**src/rtl/seq_array_multiplier_if.sv**
```systemverilog
// Operand/result bus of the iterative multiplier: request side drives operands and
// control, the multiplier returns busy/done and the held product.
interface seq_array_multiplier_if #(
    parameter int unsigned WIDTH = 4
);
    logic               start;
    logic               signed_mode;
    logic               clear;
    logic [WIDTH-1:0]   a;
    logic [WIDTH-1:0]   b;
    logic               busy;
    logic               done;
    logic [2*WIDTH-1:0] product;

    modport master (
        output start, signed_mode, clear, a, b,
        input  busy, done, product
    );

    modport slave (
        input  start, signed_mode, clear, a, b,
        output busy, done, product
    );
endinterface

```
**src/rtl/seq_array_multiplier.sv**
```systemverilog
// Iterative shift-add WIDTH x WIDTH multiplier, one partial product per cycle, with
// runtime signed/unsigned mode, start/done handshake and synchronous abort.
module seq_array_multiplier #(
    parameter int unsigned WIDTH = 4
) (
    input  logic                    clk,
    input  logic                    rst_n,
    seq_array_multiplier_if.slave   bus
);
    localparam int unsigned PW = 2 * WIDTH;
    localparam int unsigned CW = $clog2(WIDTH);

    typedef enum logic {IDLE, RUN} state_t;

    state_t           state_q, state_d;
    logic [PW-1:0]    a_ext_q, a_ext_d;
    logic [WIDTH-1:0] b_q, b_d;
    logic             signed_q, signed_d;
    logic [PW-1:0]    acc_q, acc_d;
    logic [CW-1:0]    count_q, count_d;
    logic [PW-1:0]    product_q, product_d;
    logic             busy_q, busy_d;
    logic             done_q, done_d;

    logic             accept_c;
    logic             last_c;
    logic [PW-1:0]    pp_c;
    logic [PW-1:0]    acc_next_c;

    assign bus.busy    = busy_q;
    assign bus.done    = done_q;
    assign bus.product = product_q;

    always_ff @(posedge clk or negedge rst_n) begin
        if (!rst_n) begin
            state_q   <= IDLE;
            a_ext_q   <= '0;
            b_q       <= '0;
            signed_q  <= 1'b0;
            acc_q     <= '0;
            count_q   <= '0;
            product_q <= '0;
            busy_q    <= 1'b0;
            done_q    <= 1'b0;
        end else begin
            state_q   <= state_d;
            a_ext_q   <= a_ext_d;
            b_q       <= b_d;
            signed_q  <= signed_d;
            acc_q     <= acc_d;
            count_q   <= count_d;
            product_q <= product_d;
            busy_q    <= busy_d;
            done_q    <= done_d;
        end
    end

    // clear has priority over start in IDLE and aborts a running operation
    always_comb begin
        accept_c = (state_q == IDLE) && bus.start && !bus.clear;
        last_c   = (count_q == CW'(WIDTH - 1));
        state_d  = state_q;
        case (state_q)
            IDLE:    if (accept_c) state_d = RUN;
            RUN:     if (bus.clear || last_c) state_d = IDLE;
            default: state_d = IDLE;
        endcase
    end

    // The multiplier MSB carries weight -2^(WIDTH-1) in signed mode, hence the final subtract
    always_comb begin
        pp_c       = b_q[count_q] ? (a_ext_q << count_q) : '0;
        acc_next_c = (last_c && signed_q) ? (acc_q - pp_c) : (acc_q + pp_c);

        a_ext_d   = a_ext_q;
        b_d       = b_q;
        signed_d  = signed_q;
        acc_d     = acc_q;
        count_d   = count_q;
        product_d = product_q;
        done_d    = 1'b0;
        busy_d    = (state_d == RUN);

        case (state_q)
            IDLE: begin
                if (accept_c) begin
                    a_ext_d  = bus.signed_mode ? {{WIDTH{bus.a[WIDTH-1]}}, bus.a}
                                               : {{WIDTH{1'b0}}, bus.a};
                    b_d      = bus.b;
                    signed_d = bus.signed_mode;
                    acc_d    = '0;
                    count_d  = '0;
                end
            end
            RUN: begin
                if (!bus.clear) begin
                    acc_d   = acc_next_c;
                    count_d = count_q + CW'(1);
                    if (last_c) begin
                        product_d = acc_next_c;
                        done_d    = 1'b1;
                    end
                end
            end
            default: ;
        endcase
    end
endmodule
```
**src/flat_wrapper.sv**
```systemverilog
// flat-port wrapper written by rule: the top's interface ports become plain ports
module seq_array_multiplier_flat 
#(
    parameter int unsigned WIDTH = 4
)
  (clk, rst_n, bus_start, bus_signed_mode, bus_clear, bus_a, bus_b, bus_busy, bus_done, bus_product);
  seq_array_multiplier_if #(.WIDTH(WIDTH)) bus_i ();
  input  logic clk;
  input  logic rst_n;
  input wire logic [$bits(bus_i.start)-1:0] bus_start;
  input wire logic [$bits(bus_i.signed_mode)-1:0] bus_signed_mode;
  input wire logic [$bits(bus_i.clear)-1:0] bus_clear;
  input wire logic [$bits(bus_i.a)-1:0] bus_a;
  input wire logic [$bits(bus_i.b)-1:0] bus_b;
  output wire logic [$bits(bus_i.busy)-1:0] bus_busy;
  output wire logic [$bits(bus_i.done)-1:0] bus_done;
  output wire logic [$bits(bus_i.product)-1:0] bus_product;
  assign bus_i.start = bus_start;
  assign bus_i.signed_mode = bus_signed_mode;
  assign bus_i.clear = bus_clear;
  assign bus_i.a = bus_a;
  assign bus_i.b = bus_b;
  assign bus_busy = bus_i.busy;
  assign bus_done = bus_i.done;
  assign bus_product = bus_i.product;
  seq_array_multiplier #(.WIDTH(WIDTH)) u_core (.clk(clk), .rst_n(rst_n), .bus(bus_i));
endmodule
```
**config.mk**
```make
export PLATFORM = sky130hd
export DESIGN_NAME = seq_array_multiplier_flat
export DESIGN_NICKNAME = d
export VERILOG_FILES = /design/src/rtl/seq_array_multiplier_if.sv /design/src/rtl/seq_array_multiplier.sv /design/src/flat_wrapper.sv
export SDC_FILE = /design/constraint.sdc
export NUM_CORES = 1
export LEC_CHECK = 0
export CORE_ASPECT_RATIO = 0.6
export CORE_MARGIN = 2
export CORE_UTILIZATION = 25
export CTS_CLUSTER_SIZE = 12
export DETAILED_ROUTE_END_ITERATION = 7
export PLACE_DENSITY = 0.52
export SYNTH_ARGS = -nofsm -noshare
export SYNTH_HDL_FRONTEND = slang
export SYNTH_SLANG_ARGS = --single-unit
export TNS_END_PERCENT = 50
```
**constraint.sdc**
```tcl
create_clock -name clk -period 3.52 [get_ports clk]
set_input_delay 0.88 -clock clk [delete_from_list [all_inputs] [get_ports clk]]
set_output_delay 0.88 -clock clk [all_outputs]
set_load 0.05 [all_outputs]
```
Word level (Yosys, flattened, before mapping)

Index checks and enable logic that the tools add are counted.

Memories: 0
Register bits: 33
Bits in writable memories: 0
Bits in latches: 0
Input port bits: 13
Bits in read-only memories: 0

$add $sub $neg: 3
Shift-type cells: 1
Bitwise logic cells: 2
Reduce and logical (&&, ||, !) cells: 8
Equal/unequal tests: 3
$mul: 0
Div/mod/pow operators: 0
Muxes and demuxes: 17
Magnitude comparators: 1

Operators by type and width:

| cell                                                        | number |
|---|---|
| two-way mux 8 bit                                           | 5 |
| one-hot mux 8 bit (2 select lines)                          | 1 |
| adder 8 bit                                                 | 1 |
| left shift 8 x 2 -> 8 bit                                   | 1 |
| subtractor 8 bit                                            | 1 |
| two-way mux 1 bit                                           | 6 |
| two-way mux 2 bit                                           | 2 |
| one-hot mux 2 bit (2 select lines)                          | 1 |
| AND reduction 2 bit                                         | 2 |
| logical AND 1 bit                                           | 3 |
| less-than comparator 2 x 3 -> 1 bit (second input constant) | 1 |
| AND reduction 3 bit                                         | 1 |
| adder 2 x 1 -> 2 bit (second input constant)                | 1 |
| binary-select mux 1 bit (select 2 bit)                      | 1 |
| equality test 2 bit (second input constant)                 | 1 |
| inequality test 2 x 1 -> 1 bit (second input constant)      | 1 |
| inequality test 2 bit (second input constant)               | 1 |
| inverter 1 bit                                              | 2 |
| one-hot mux 1 bit (2 select lines)                          | 1 |
| logical NOT 1 bit                                           | 1 |
| logical OR 1 bit                                            | 1 |

Depth between registers and ports, before layout

Gate-level depths: netlist (run 1).

Depth after elaboration: 7
Mapped depth: 16
Mapped depth without buffers: 15

Worst setup path before layout (run 1)

No wires, ideal clock.

Kind: flip-flop to flip-flop
Start point: register u_core.count_q[0]
End point: register u_core.acc_q[7]
Stages on the path, launching flop included: 16
Arrival: 2,903 ps
Required time: 3,445 ps
Slack: 542 ps
Buffers on the path: 2
Cells stage by stage: dfrtp_1 buf_6 buf_4 mux2i_1 mux2i_1 and2_1 o21ai_0 nor2_1 a31oi_1 ha_1 a21o_1 a21oi_1 o21ai_0 a31oi_1 xnor3_1 o21ai_2

Cells in the longest elaborated chain, start to end: 7
Elaborated cells between the ends (all ways): 11

Ends and longest elaborated chain:

| element                                         | line                       | RTL |
|---|---|---|
| from (decl)                                     | seq_array_multiplier.sv:20 | `logic [CW-1:0] count_q, count_d;` |
| from (signal assigned)                          | seq_array_multiplier.sv:51 | `count_q <= count_d;` |
| binary-select mux 1 bit (select 2 bit)          | seq_array_multiplier.sv:72 | `pp_c = b_q[count_q] ? (a_ext_q << count_q) : '0;` |
| two-way mux 1 bit (not written as such)         | seq_array_multiplier.sv:72 |  |
| two-way mux 8 bit                               | seq_array_multiplier.sv:72 |  |
| adder 8 bit or subtractor 8 bit (tied branches) | seq_array_multiplier.sv:73 | `acc_next_c = (last_c && signed_q) ? (acc_q - pp_c) : (acc_q + pp_c);` |
| two-way mux 8 bit *                             | seq_array_multiplier.sv:73 |  |
| two-way mux 8 bit *                             | seq_array_multiplier.sv:96 | `if (!bus.clear) begin` |
| one-hot mux 8 bit (2 select lines) *            | seq_array_multiplier.sv:84 | `case (state_q)` |
| to (signal assigned)                            | seq_array_multiplier.sv:40 | `acc_q <= '0;` |
| to (signal assigned)                            | seq_array_multiplier.sv:50 | `acc_q <= acc_d;` |
| to (decl)                                       | seq_array_multiplier.sv:19 | `logic [PW-1:0] acc_q, acc_d;` |

Mark *: on every way between the ends. The rest lies on a longest branch, timed or not. The select of a mux whose other input is x is not followed.
A chain may end at the register's enable or synchronous reset.

Worst setup path after layout (run 1)

Same ends and word-level chain as after synthesis.

==> results of run 1 <==
## logic make-up after synthesis
logic type | count (synthesis) | share of synthesized area (%)
xor+xnor | 6 | 3.581
buf+inv | 18 | 4.324
mux | 20 | 12.57
flops | 30 | 40.54
compound gates | 52 | 18.17
simple gates | 54 | 13.65
fa+ha+maj | 10 | 7.162
## worst min-delay path, stage by stage, from the launching register on
cell	delay (ps)
dfrtp_1	340
nand2_1	40
o21ai_0	60
## per-layer routing
metal / wire length (um) / share of wire (%)
met1: 2300 / 54
met5: 0 / 0
met4: 53 / 1.2
met2: 1589 / 37
met3: 298 / 7.0
## registers in the layout, indices dropped and copies added, names as in the netlist
register,flops
u_core.bus.done,1
u_core.bus.product,8
u_core.state_q,1
u_core.a_ext_q,5
u_core.acc_q,8
u_core.signed_q,1
u_core.count_q,2
u_core.b_q,4
## power breakdown
group,total (W),internal [W],leakage [nW],switching (W)
Sequential,0.000528,0.000443,0.383,0.0000858
Combinational,0.00110,0.000476,0.583,0.000619
Clock,0.000497,0.000349,0.0829,0.000148
## worst max path at each step
stage / from / endpoint / slack, ps / cells past startpoint
4_1_cts: u_core.count_q[0]$_DFFE_PN0P_ / u_core.acc_q[7]$_DFFE_PN0P_ / 180 / 13
6_report: u_core.count_q[0]$_DFFE_PN0P_ / u_core.acc_q[7]$_DFFE_PN0P_ / 400 / 15
3_5_place_dp: u_core.count_q[0]$_DFFE_PN0P_ / u_core.bus.product[7]$_DFFE_PN0P_ / 210 / 13
2_1_floorplan: u_core.count_q[0]$_DFFE_PN0P_ / u_core.acc_q[7]$_DFFE_PN0P_ / 540 / 15
3_3_place_gp: u_core.count_q[0]$_DFFE_PN0P_ / u_core.bus.product[7]$_DFFE_PN0P_ / 270 / 13
5_1_grt: u_core.count_q[0]$_DFFE_PN0P_ / u_core.bus.product[6]$_DFFE_PN0P_ / -0.7 / 14
## per-stage QoR
| step | total power (W) | util, % | worst slack (ps) |
|---|---|---|---|
| after global routing | 0.002320 | 33.09 | -0.7314 |
| after CTS | 0.002151 | 33.07 | 176.7 |
| after floorplan | 0.001349 | - | 542.1 |
| after detailed placement | 0.001639 | 30.73 | 211.9 |
| after global placement | 0.001646 | 30.73 | 268.1 |
| final | 0.002121 | 33.09 | 402.3 |
## cell usage after synthesis (2+ instances only)
library cell and number:
clkbuf_1 3, o21ai_0 17, xor2_1 2, a21o_1 4
a31oi_1 3, inv_1 11, nor3b_1 2, nand2b_1 2
mux2_2 12, ha_1 9, dfrtp_1 30, a211oi_1 2
nand3_1 3, nor2b_1 6, and2_1 2, o22ai_1 2
xnor2_1 3, nand3b_1 2, nand2_1 24, a21boi_0 2
a21oi_1 8, a22o_1 4, o21ai_2 2, mux2i_1 6
o31ai_1 2, nor3_1 3, nor2_1 9
## cell type report
| cell class | instances | area (sq um) |
|---|---|---|
| multi-input combinational | 142 | 1021 |
| fill | 749 | 4822 |
| inverter | 11 | 41.29 |
| clock buffer | 6 | 138.9 |
| sequential | 30 | 752.0 |
| clock inverter | 1 | 30.03 |
| tap | 91 | 113.9 |
| timing repair buffer | 31 | 287.8 |
==> out/qor.txt, run 1 <==
Worst-Margin Slew: 505.9 ps
min cycle time layout: 3118 ps
vias: 1447
starting density of the core: 25.69%
Slew Limit Headroom: 66.17%
syn nets: 213
hpwl dp: 3.288 mm
ant diodes: 0
DR iter-0 viols: 85
total track usage: 12.34%
fin cells: 312
fin crit share: 88.57%
WHS Path Cells: 2
Ys Warns: 0
CP max stage cell: dfrtp_2
H-tree depth: 2
Skew-Pair Late Insertion Delay: 270 ps
slack of the worst reg-to-reg path: 400 ps
Yosys cell types: 42
most frequent cells in the layout: 29 x dfrtp_1, 24 x nand2_1, 22 x clkdlybuf4s50_1
Hold Buf Count CTS: 0
Buf/Inv on CP: 2
DR pass1 iterations: 4
EDFF count, synth: 0
CP Capture Type: flop
global routing's busiest layer: met1
CP arrival: 3320 ps
Critical Path RT: 3720 ps
Post-DRT Antenna Nets: 0
DRT Wirelength: 4.241 mm
Mapped Cells: 190
initial antenna violation count: 0
DRC violations left: 0
Hold Crit Class: reg -> reg
die span in y: 70.67 um
routability cong.: 0.8270
setup TNS: 0 ps
CTS max path bufs: 2
drt wl/cell: 13.59 um
grt ovf: 0
CP delay by family, top: compound AO/OA/AOI/OAI gates
layout cell share with drive strength beyond 1: 15.84%
CP max stage delay: 500 ps
Min-Delay Endpoint: u_core.acc_q[0]$_DFFE_PN0P_
outcome: complete, no violations
hold_sp: u_core.acc_q[0]$_DFFE_PN0P_
TritonCTS buffer count: 5
Pwr Density: 889.3 mW/mm^2
endpoints failing setup: 0
vias per cell: 4.638
syn_area_per_cell: 9.746 sq um
core area: 0.007207 sq mm
Post-CTS Resized: 0
global-route wire length before repair: 7.569 mm
Syn-to-layout area delta: 28.78%
IO Port Bufs: 22
vias in the first global route: 1441
# clock sinks: 30
final hold vios: 0
Syn Std Cell Area: 0.001852 sq mm
WHS: 484.5 ps
IO Pins: 23
largest net degree at the start of global routing: 31
most common cell after layout, fill and taps aside: dfrtp_1
# rows: 24
final instance area: 0.002385 sq mm
LEAKAGE: 1.049 nW
GR met3 Demand/Resource: 3.856%
Max-Cap Viols: 0
Synth area leaders: dfrtp_1 41%, mux2_2 7.3%, ha_1 6.1%
worst path cell trace: nor2b_1, nand2_1, a21oi_1, inv_1, ha_1, nand2_1, o21ai_0, inv_1, ha_1, nor2b_1, o21ai_0, o21ai_0, a31oi_1, xnor3_1, o21ai_2
met1 global-route usage: 19.29%
Placement Cell Area: 0.002215 sq mm
VDD IR max: 0.2569 mV
area leader, netlist: dfrtp_1
Primary FF master, synth: dfrtp_1
post-CTS setup buffers: 0
Synth top area share: 40.54%
Synth async-reset ratio: 100.0%
Crit path top cell by count: o21ai_0
placed cell count: 305
post-synthesis sequential area ratio: 40.54%
CTS tree: built
GR Layer Usage met2: 15.69%
Reg2Reg Depth: 15
Clock transition at path regs: 50 ps
worst reg2reg endpoint: u_core.acc_q[7]$_DFFE_PN0P_
worst r2r src: u_core.count_q[0]$_DFFE_PN0P_
CTS root buffer: clkbuf_16
die width: 115.1 um
clk_skew: 2.951 ps
CP Launch Type: flop
die area: 0.008134 sq mm
Fmax: 320.8 MHz
worst-path fanout max: 12
CP Class: reg -> reg
Layout Nets: 244
Yosys reg bits: 30
Slew Limit Fails: 0
(Power assumes the default switching activity.)
==> run 2: changes to the inputs <==
Settings changed: CORE_MARGIN 2 to 1.5.
==> out/qor.txt, run 2 (synthesis gave the netlist of run 1 again) <==
CP Capture Type: flop
CTS root buffer: clkbuf_16
IO Pins: 23 (unchanged)
Slew Limit Headroom: 46.60% (-20 points)
worst-path fanout max: 11 (-1)
worst r2r src: u_core.count_q[0]$_DFFE_PN0P_
Skew-Pair Late Insertion Delay: 280 ps (about the same)
CTS max path bufs: 2 (unchanged)
Worst-Margin Slew: 799.3 ps (+293.4 ps)
routability cong.: 0.8178 (-1.1%)
die area: 0.007949 sq mm (-2.3%)
global-route wire length before repair: 7.169 mm (-5.3%)
Clock transition at path regs: 50 ps (about the same)
setup slack at placement: 208.1 ps (-3.800 ps)
largest net degree at the start of global routing: 31 (unchanged)
most frequent cells in the layout: 29 x dfrtp_1, 24 x nand2_1, 22 x clkdlybuf4s50_1
Critical Path RT: 3720 ps (about the same)
layout cell share with drive strength beyond 1: 16.67% (+0.83 points)
hpwl dp: 3.186 mm (-3.1%)
VDD IR max: 0.2968 mV (+16%)
worst path cell trace: nor2b_1, nand2_1, a21oi_1, inv_1, ha_1, nand2_1, o21ai_0, inv_1, ha_1, nor2b_1, o21ai_0, o21ai_0, a31oi_1, xnor3_2, o21ai_2
core area: 0.007207 sq mm (unchanged)
final hold vios: 0 (unchanged)
Post-DRT Antenna Nets: 0 (unchanged)
Hold Buf Count CTS: 0 (unchanged)
vias per cell: 4.722 (+1.8%)
hold_sp: u_core.acc_q[0]$_DFFE_PN0P_
die width: 114.1 um (-0.87%)
Crit path top cell by count: o21ai_0
DRC violations left: 0 (unchanged)
Slew Limit Fails: 0 (unchanged)
DRT Wirelength: 4.181 mm (-1.4%)
IO Port Bufs: 22 (unchanged)
Pwr Density: 898.9 mW/mm^2 (+1.1%)
CTS tree: built
total track usage: 11.83% (-0.51 points)
starting density of the core: 25.69% (unchanged)
Fmax: 310.1 MHz (-3.3%)
DR iter-0 viols: 63 (-26%)
LEAKAGE: 1.053 nW (+0.39%)
ant diodes: 0 (unchanged)
setup TNS: 0 ps (unchanged)
CP max stage delay: 480 ps (-20 ps)
CP arrival: 3430 ps (+110 ps)
CP Launch Type: flop
# clock sinks: 30 (unchanged)
initial antenna violation count: 0 (unchanged)
die span in y: 69.67 um (-1.4%)
most common cell after layout, fill and taps aside: dfrtp_1
endpoints failing setup: 0 (unchanged)
DR pass1 iterations: 4 (unchanged)
grt ovf: 0 (unchanged)
unrepaired setup endpoints after global routing: false
Final WS setup: 294.8 ps (-107.6 ps)
Max-Cap Viols: 0 (unchanged)
vias: 1478 (+2.1%)
fin crit share: 91.63% (+3.1 points)
H-tree depth: 2 (unchanged)
Layout Nets: 245 (+0.41%)
drt wl/cell: 13.36 um (-1.7%)
TritonCTS buffer count: 5 (unchanged)
clk_skew: 3.460 ps (+0.5085 ps)
CP Class: reg -> reg
Syn-to-layout area delta: 29.26%
fillers: 745 (-0.53%)
Hold Crit Class: reg -> reg
vias in the first global route: 1407 (-2.4%)
worst setup path start: u_core.count_q[0]$_DFFE_PN0P_
min cycle time layout: 3225 ps (+107.6 ps)
outcome: complete, no violations
CP max stage cell: dfrtp_2
# rows: 24 (unchanged)
run 2: cell types whose count changed in the layout (fill, tap and decap cells not counted):
cell | previous run | this run
o21ai_1 | 1 | 2
xnor3_2 | 0 | 1
buf_4 | 9 | 10
o21ai_0 | 17 | 16
xnor3_1 | 1 | 0
run 2: report_power, final:
| part | internal, W | switching, W | leakage, nW |
|---|---|---|---|
| Combinational | 0.000501 | 0.000629 | 0.587 |
| Clock | 0.000349 | 0.000149 | 0.0829 |
| Sequential | 0.000443 | 0.0000818 | 0.383 |
run 2: metal layers:
layer / vias to the layer above / global-route usage [%] / wire [um]
li1: 739 / - / -
met1: 692 / 17.84 / 2342
met2: 39 / 15.73 / 1571
met4: 0 / 4.167 / 61
met5: - / 0 / 0
met3: 8 / 3.497 / 206
run 2: cell type report:
type	instances	area (sq um)	share of cell area, %
tap	91	113.9	4.757
multi-input combinational	142	1022	42.71
clock inverter	1	30.03	1.255
inverter	11	41.29	1.725
clock buffer	6	138.9	5.802
timing repair buffer	32	295.3	12.34
sequential	30	752.0	31.42
run 2: what timing repair did:
item	CTS	global route
buffers inserted	0	3
endpoints found under the setup margin	0	4
resized for setup	0	3
run 2: final timing paths:
path,to,slack (ps),cells past startpoint
hold / removal,u_core.acc_q[0]$_DFFE_PN0P_,480,2
max in group asynchronous,u_core.count_q[0]$_DFFE_PN0P_,2190,2
min in group asynchronous,u_core.a_ext_q[2]$_DFFE_PN0P_,1010,2
setup reg to reg,u_core.acc_q[7]$_DFFE_PN0P_,290,15
setup / recovery,u_core.acc_q[7]$_DFFE_PN0P_,290,15
hold reg to reg,u_core.acc_q[0]$_DFFE_PN0P_,480,2
run 2: stage by stage:
| stage | instance area [sq um] | instances | utilization, % | power, W | hold WS [ps] |
|---|---|---|---|---|---|
| 6_report | 2394 | 313 | 33.21 | 0.002152 | 480.8 |
| 5_1_grt | 2394 | 313 | 33.21 | 0.002336 | 516.2 |
| 4_1_cts | 2369 | 310 | 32.86 | 0.002156 | 484.8 |
| 3_5_place_dp | 2200 | 303 | 30.52 | 0.001641 | 473.2 |
| 3_3_place_gp | 2200 | 303 | 30.52 | 0.001633 | 465.4 |
| 2_1_floorplan | 1852 | 190 | - | 0.001349 | 449.8 |
run 2: worst max-delay path: cells and delay by family (launching register included):
family	cells	cell delay [ps]
AO/OA/AOI/OAI	6	1030
XOR/XNOR	1	480
adder cells (fa/ha/maj)	2	550
buffers and inverters	2	150
flip-flops	1	480
AND/OR/NAND/NOR	4	450
